### config.mk
export PLATFORM = sky130hd
export DESIGN_NAME = if_fetch_stage
export DESIGN_NICKNAME = d
export VERILOG_FILES = /design/src/rtl/if_fetch_stage_pkg.sv /design/src/rtl/if_id_reg.sv /design/src/rtl/if_fetch_stage.sv
export SDC_FILE = /design/constraint.sdc
export NUM_CORES = 1
export LEC_CHECK = 0
export CAP_MARGIN = 20
export CORE_MARGIN = 4
export CORE_UTILIZATION = 46
export DETAILED_ROUTE_END_ITERATION = 8
export PLACE_DENSITY = 0.86
export SLEW_MARGIN = 20
export SYNTH_ARGS = -nofsm -noshare
export SYNTH_HDL_FRONTEND = slang
export SYNTH_SLANG_ARGS = --single-unit
### constraint.sdc
create_clock -name clk -period 5.7 [get_ports clk]
set_clock_uncertainty 0.1 [all_clocks]
set_input_delay 1.425 -clock clk [delete_from_list [all_inputs] [get_ports clk]]
set_output_delay 1.425 -clock clk [all_outputs]
set_load 0.01 [all_outputs]
### src/rtl/if_fetch_stage_pkg.sv
// Shared next-PC selector encodings and fetch-stage reset defaults, also used by
// the control unit that drives redirect_sel.
package if_fetch_stage_pkg;

  typedef enum logic [1:0] {
    NPC_BR  = 2'b00,
    NPC_J   = 2'b01,
    NPC_JR  = 2'b10,
    NPC_RSV = 2'b11
  } npc_sel_e;

  localparam logic [31:0] DEF_RESET_PC  = 32'h0000_3000;
  localparam logic [31:0] DEF_NOP_INSTR = 32'h0000_0000;

  function automatic logic is_misaligned(input logic [31:0] addr);
    return (addr[1:0] != 2'b00);
  endfunction

endpackage

### src/rtl/if_id_reg.sv
// IF/ID pipeline register: flush beats hold, hold beats load.
module if_id_reg #(
  parameter logic [31:0] NOP_INSTR = 32'h0000_0000
) (
  input  logic        clk,
  input  logic        rst_n,
  input  logic        flush,
  input  logic        hold,
  input  logic        load,
  input  logic [31:0] instr_in,
  input  logic [31:0] pc4_in,
  output logic [31:0] id_instr,
  output logic [31:0] id_pc4,
  output logic        id_valid
);

  logic [31:0] instr_d, instr_q;
  logic [31:0] pc4_d, pc4_q;
  logic        valid_d, valid_q;

  always_comb begin
    instr_d = instr_q;
    pc4_d   = pc4_q;
    valid_d = valid_q;
    if (flush) begin
      instr_d = NOP_INSTR;
      pc4_d   = 32'h0;
      valid_d = 1'b0;
    end else if (hold) begin
      instr_d = instr_q;
      pc4_d   = pc4_q;
      valid_d = valid_q;
    end else if (load) begin
      instr_d = instr_in;
      pc4_d   = pc4_in;
      valid_d = 1'b1;
    end
  end

  always_ff @(posedge clk) begin
    if (!rst_n) begin
      instr_q <= NOP_INSTR;
      pc4_q   <= 32'h0;
      valid_q <= 1'b0;
    end else begin
      instr_q <= instr_d;
      pc4_q   <= pc4_d;
      valid_q <= valid_d;
    end
  end

  assign id_instr = instr_q;
  assign id_pc4   = pc4_q;
  assign id_valid = valid_q;

endmodule

### src/rtl/if_fetch_stage.sv
// MIPS instruction-fetch stage: PC register, next-PC mux and IF/ID register.
// Every output comes straight from a flop.
module if_fetch_stage
  import if_fetch_stage_pkg::*;
#(
  parameter logic [31:0] RESET_PC  = DEF_RESET_PC,
  parameter logic [31:0] NOP_INSTR = DEF_NOP_INSTR
) (
  input  logic        clk,
  input  logic        rst_n,
  input  logic        stall,
  input  logic        redirect,
  input  logic [1:0]  redirect_sel,
  input  logic [31:0] br_target,
  input  logic [25:0] j_index,
  input  logic [31:0] jr_addr,
  input  logic [31:0] im_instr,
  output logic [31:0] pc,
  output logic [31:0] id_instr,
  output logic [31:0] id_pc4,
  output logic        id_valid,
  output logic        pc_misalign
);

  logic [31:0] pc_d, pc_q;
  logic        misalign_d, misalign_q;
  logic [31:0] pc_seq;
  logic [31:0] redir_tgt;

  // Jump region comes from the registered id_pc4, i.e. the jump's own PC+4.
  always_comb begin
    pc_seq = pc_q + 32'd4;
    case (npc_sel_e'(redirect_sel))
      NPC_J:   redir_tgt = {id_pc4[31:28], j_index, 2'b00};
      NPC_JR:  redir_tgt = jr_addr;
      default: redir_tgt = br_target;
    endcase
  end

  always_comb begin
    pc_d       = pc_q;
    misalign_d = misalign_q;
    if (redirect) begin
      pc_d       = {redir_tgt[31:2], 2'b00};
      misalign_d = misalign_q | is_misaligned(redir_tgt);
    end else if (!stall) begin
      pc_d = pc_seq;
    end
  end

  always_ff @(posedge clk) begin
    if (!rst_n) begin
      pc_q       <= RESET_PC;
      misalign_q <= 1'b0;
    end else begin
      pc_q       <= pc_d;
      misalign_q <= misalign_d;
    end
  end

  if_id_reg #(
    .NOP_INSTR(NOP_INSTR)
  ) u_if_id_reg (
    .clk      (clk),
    .rst_n    (rst_n),
    .flush    (redirect),
    .hold     (stall),
    .load     (1'b1),
    .instr_in (im_instr),
    .pc4_in   (pc_seq),
    .id_instr (id_instr),
    .id_pc4   (id_pc4),
    .id_valid (id_valid)
  );

  assign pc          = pc_q;
  assign pc_misalign = misalign_q;

endmodule

# After elaboration in Yosys (flattened, before gate mapping)
# Index checks and enable logic that the tools add are counted.
# word_totals
register_bits	98
latchBits	0
ramBits	0
romBits	0
in_bits	128
out_inout_bits	98
wordCells	17
memories	0
# op_classes
add_sub_neg	1
n_mul	0
div_mod_pow	0
magnitude_cmp	0
eq_ne	3
n_shift	0
mux	3
bitwise	2
reduce_logical	2
# ops
operator	count
32-bit two-way mux	2
32-bit one-hot mux with 2 select lines	1
32-bit by 3-bit adder with 32-bit output (second input constant)	1
2-bit by 1-bit equality test with 1-bit output (second input constant)	1
2-bit equality test (second input constant)	1
2-bit by 1-bit inequality test with 1-bit output (second input constant)	1
2-bit nonzero test	1
2-bit OR reduction	1
1-bit inverter	1
1-bit bitwise OR	1

# Logic depth before layout (Yosys ltp)
# logic_depth
word_depth	4
ltp_mapped	8

# Hierarchy
# Synthesis repeated with hierarchy kept, for this count alone.
# unflattened
hier_cells	634
hier_area_um2	5119.9
# by_module_without_submodules
mod	instances	cells_each	area_each_um2	seq_area_each_um2
if_fetch_stage	1	351	2879.0	620.6
if_id_reg	1	283	2240.9	1301.2

# Worst setup path after synthesis
# Ideal clock, no wire load.
# synth_timing
path_kind	input to register
startpoint	input port stall
endpoint	register pc_q[29] (netlist: pc[29])
setup_time_ns	0.116
arrival_time_ns	2.731
path_slack_ns	2.753
cell_stages	6
path_buffers	1
path_cell_list	clkbuf_1 nor2b_1 nand4_1 nor4_1 xor2_1 o211a_1
# synth_between
elab_chain_len	1
# synth_rtl
element	line	text
start, declared	if_fetch_stage.sv:11	input logic stall,
2-bit by 1-bit inequality test with 1-bit output (no line)	-	
end signal, assigned	if_fetch_stage.sv:56	pc_q <= pc_d;
end, declared	if_fetch_stage.sv:25	logic [31:0] pc_d, pc_q;
# No other way between the ends.
# A chain may end at the register's enable or synchronous reset.

# Worst setup path in the final report
# layout_timing
startpoint	input port redirect_sel[0]
endpoint	register pc_q[18] (netlist: pc[18])
# layout_between
elab_chain_len	3
# layout_rtl
element	line	text
start, declared	if_fetch_stage.sv:13	input logic [1:0] redirect_sel,
2-bit equality test or 2-bit by 1-bit equality test with 1-bit output (tied branches)	if_fetch_stage.sv:33	case (npc_sel_e'(redirect_sel))
32-bit one-hot mux with 2 select lines (*)	if_fetch_stage.sv:33	
32-bit two-way mux (*)	if_fetch_stage.sv:43	if (redirect) begin
# Every way passes the cells marked *; elsewhere a longest branch is shown, timed or not.

==> impl_metrics.py <==
metrics = {
    "worst_setup_path": {
        "reg2reg_to": "pc[26]",
        "cp.required_ps": 5920,
        "crit_chain": "clkdlybuf4s50_1 > inv_1 > ha_1 > a22oi_1 > o211ai_1 > o211a_1",
        "cp_num_cells": 6,
        "cp_max_fo": 31,
        "r2r_setup_slack_ps": 3020,
        "worstPathArrival_ps": 3660,
        "critPathLaunch": "redirect_sel[0]",
        "path_buf_inv": 2,
        "cp_top_family": "adder cells",
        "critPathMaxStageDelay_ps": 850,
        "critPathCaptureType": "flop",
        "r2r_cells": 6,
        "worst_path_max_delay_cell": "ha_1",
        "crit_path_end": "pc[18]",
        "crit_path_start_kind": "primary input",
        "path_class": "primary input to flop",
        "regToRegStartpoint": "pc[3]",
    },
    "finish": {
        "layout-area-overhead-vs-synth_pct": 47.3,
        "layout-drive-gt1-share": 0.0468,
        "antennaDiodeCount": 0,
        "final_cell_area_sq_um": 7390,
        "register_area_sq_um": 1880,
        "multi_input_area_sq_um": 2860,
        "nFillCells": 835,
        "fin_nets": 895,
    },
    "synthesis": {
        "async_reset_ff_frac": 0,
        "synthAdderAreaFrac": 0.00749,
        "yosysUniqueCellTypes": 50,
        "ys_warn_count": 0,
        "synthXorXnorAreaFrac": 0.0891,
        "postSynthAreaPerCell_sq_um": 8.65,
        "ys_seq_area_frac": 0.375,
        "synth-simple-area-share": 0.203,
        "synth_top_area_frac": 0.375,
        "yosys.area.top_type": "dfxtp_1",
        "synth_top_family_by_area": "simple AND/OR/NAND/NOR gates",
        "synth_area_leaders": "dfxtp_1 38%, mux2i_1 6.8%, nor2_1 5.4%",
        "synthMuxAreaShare": 0.0679,
        "synth_edf_count": 0,
        "synth_compound_area_frac": 0.199,
        "synthesis.area_sq_um": 5010,
        "synth_ff_type": "dfxtp_1",
        "ys_ff_latch": 94,
        "synthCells": 580,
    },
    "hold_path": {
        "holdPathStages": 2,
        "worstHoldPathType": "flop to flop",
    },
    "detailed_routing": {
        "routed_via_density": 5.60,
        "vias": 5064,
        "wl_per_cell_um": 18.7,
        "drc_errors": 0,
        "drt_iter0_markers": 455,
        "wl_um": 16900,
        "first_pass_iters": 5,
        "ant_nets": 0,
    },
    "pwr": {
        "p_leak_nw": 2.86,
        "vdd_drop_max_mv": 0.126,
        "power_per_cell_area_nw_per_um2": 208,
    },
    "floorplan": {
        "initial_core_util": 0.479,
        "dieWidth_um": 112,
        "die_h_um": 112,
        "rows": 37,
        "die_area_sq_um": 12600,
        "core-area_sq_um": 10500,
        "ios": 226,
    },
    "clock_network": {
        "post_cts_resize_count": 0,
        "clk_pin_slew_worst_paths_ps": 90,
        "numCtsBuffers": 9,
        "ctsRootBufferMaster": "clkbuf_8",
        "insertion_delay_ps": 370,
        "cts_tree": "built",
        "holdBufCountCts": 0,
        "clockBufferDepth": 2,
        "cts_max_level": 3,
        "postCtsSetupBuffers": 0,
        "cts_sinks": 94,
    },
    "timing": {
        "period_needed_ps": 3440,
        "rsz0062_at_grt": "false",
        "slew_headroom": 0.284,
        "slew_viol_final": 0,
        "tightest_slew_ps": 1070,
        "final.setup.tns_ps": 0,
        "finalHoldViolCount": 0,
        "setup_viol": 0,
        "min_period_over_period": 0.603,
        "clock.fmax_mhz": 291,
    },
    "grt": {
        "grt_max_degree": 61,
        "grt.total_usage": 0.262,
        "grt.overflow.total": 0,
        "grt_pass1_vias": 4979,
        "antenna_found_initial": 0,
        "grt_pass1_wl_um": 26700,
    },
    "placement": {
        "dp_hpwl_um": 13100,
        "place_area_sq_um": 7190,
        "port_buffers": 221,
        "routabilityCongestion": 0.864,
    },
    "job": {
        "drv_cap": 0,
    },
    "outcome": {
        "outcome": "complete, no violations",
    },
}
==> state kept, by name, indices dropped and copies added, names as in the netlist <==
register,count
pc_misalign,1
u_if_id_reg.id_instr,32
u_if_id_reg.id_pc4,30
u_if_id_reg.id_valid,1
pc,30
==> synth_stat cells (all sizes together) (4+ instances only) <==
| cell type | number |
|---|---|
| o211ai | 26 |
| nor2 | 72 |
| nand4 | 13 |
| o21ai | 8 |
| clkbuf | 36 |
| o311a | 4 |
| dfxtp | 94 |
| nor2b | 4 |
| a211oi | 18 |
| xnor2 | 29 |
| mux2i | 34 |
| xor2 | 22 |
| a21oi | 12 |
| nand3 | 13 |
| and4 | 4 |
| nor3 | 19 |
| nor4 | 13 |
| buf | 21 |
| nand2 | 48 |
| a22oi | 25 |
| inv | 10 |
| o211a | 21 |
==> how the worst min path moves through the flow <==
stage                    startpoint                    to  slack (ps)
2_1_floorplan  u_if_id_reg.id_valid  u_if_id_reg.id_valid         370
3_3_place_gp   u_if_id_reg.id_valid  u_if_id_reg.id_valid         340
3_5_place_dp   u_if_id_reg.id_valid  u_if_id_reg.id_valid         340
4_1_cts        u_if_id_reg.id_valid  u_if_id_reg.id_valid         360
5_1_grt        u_if_id_reg.id_valid  u_if_id_reg.id_valid         390
6_report       u_if_id_reg.id_valid  u_if_id_reg.id_valid         360
==> final cells by class <==
type	count	share of cell area
timing repair buffer	227	0.304
multi-input combinational	422	0.386
inverter	10	0.00508
clock inverter	6	0.00931
tap	136	0.0230
sequential	94	0.255
clock buffer	10	0.0173
==> power by group <==
part	total [mW]	internal [mW]	switching (mW)
clock network	0.448	0.206	0.242
logic	0.351	0.199	0.152
registers	0.740	0.689	0.0503
total	1.54	1.09	0.444
==> kinds of logic after synthesis <==
logic type / after synthesis
muxes: 34
other: 1
DFF: 94
and+or+nand+nor: 202
xor gates and xnor gates: 51
AOI/OAI and AO/OA: 128
buffers and inverters: 67
adders and majority gates: 3
==> cells in the final DEF (no fill, tap or decap), types with 3 or more instances in the layout <==
cell,count
nand4_1,12
a22oi_1,25
a211oi_1,16
and4_1,4
nor3_1,17
o211a_1,21
ha_1,3
nor4_1,9
nor4_2,3
nand3_1,13
buf_4,6
nor2b_1,4
nand2_1,48
nor2_1,72
dfxtp_1,94
conb_1,4
and2_1,3
xor2_1,22
clkbuf_8,9
a221o_1,3
xnor2_1,29
and3_1,3
clkdlybuf4s50_1,219
o21ai_0,8
mux2i_1,34
inv_1,10
o311a_1,4
o211ai_1,26
a21oi_1,12
o21a_1,3
==> worst reg2reg max path: stages, from the launching register on <==
cell and delay (ps):
dfxtp_1 490, ha_1 410, nand4_1 200, or4_4 670
nor4_2 340, xor2_1 140, o211a_1 220
==> through the flow <==
stage               setup slack (ps)   util  cells  power (mW)  hold WS, ps
finish                          2260  0.706    905        1.54          361
global placement                1990  0.687    889        1.10          335
floorplan                       2750      -    583       0.905          374
global route                    2130  0.706    905        1.61          387
CTS                             2280  0.706    905        1.54          358
detailed placement              1890  0.687    889        1.10          344
==> metal layers <==
layer	GRT usage	share of wire	up-vias
met2	0.438	0.48	271
met4	0.0777	0.019	0
li1	-	-	2448
met3	0.0598	0.091	23
met5	0	0	-
met1	0.338	0.41	2322
Power figures use the tool's default switching activity.
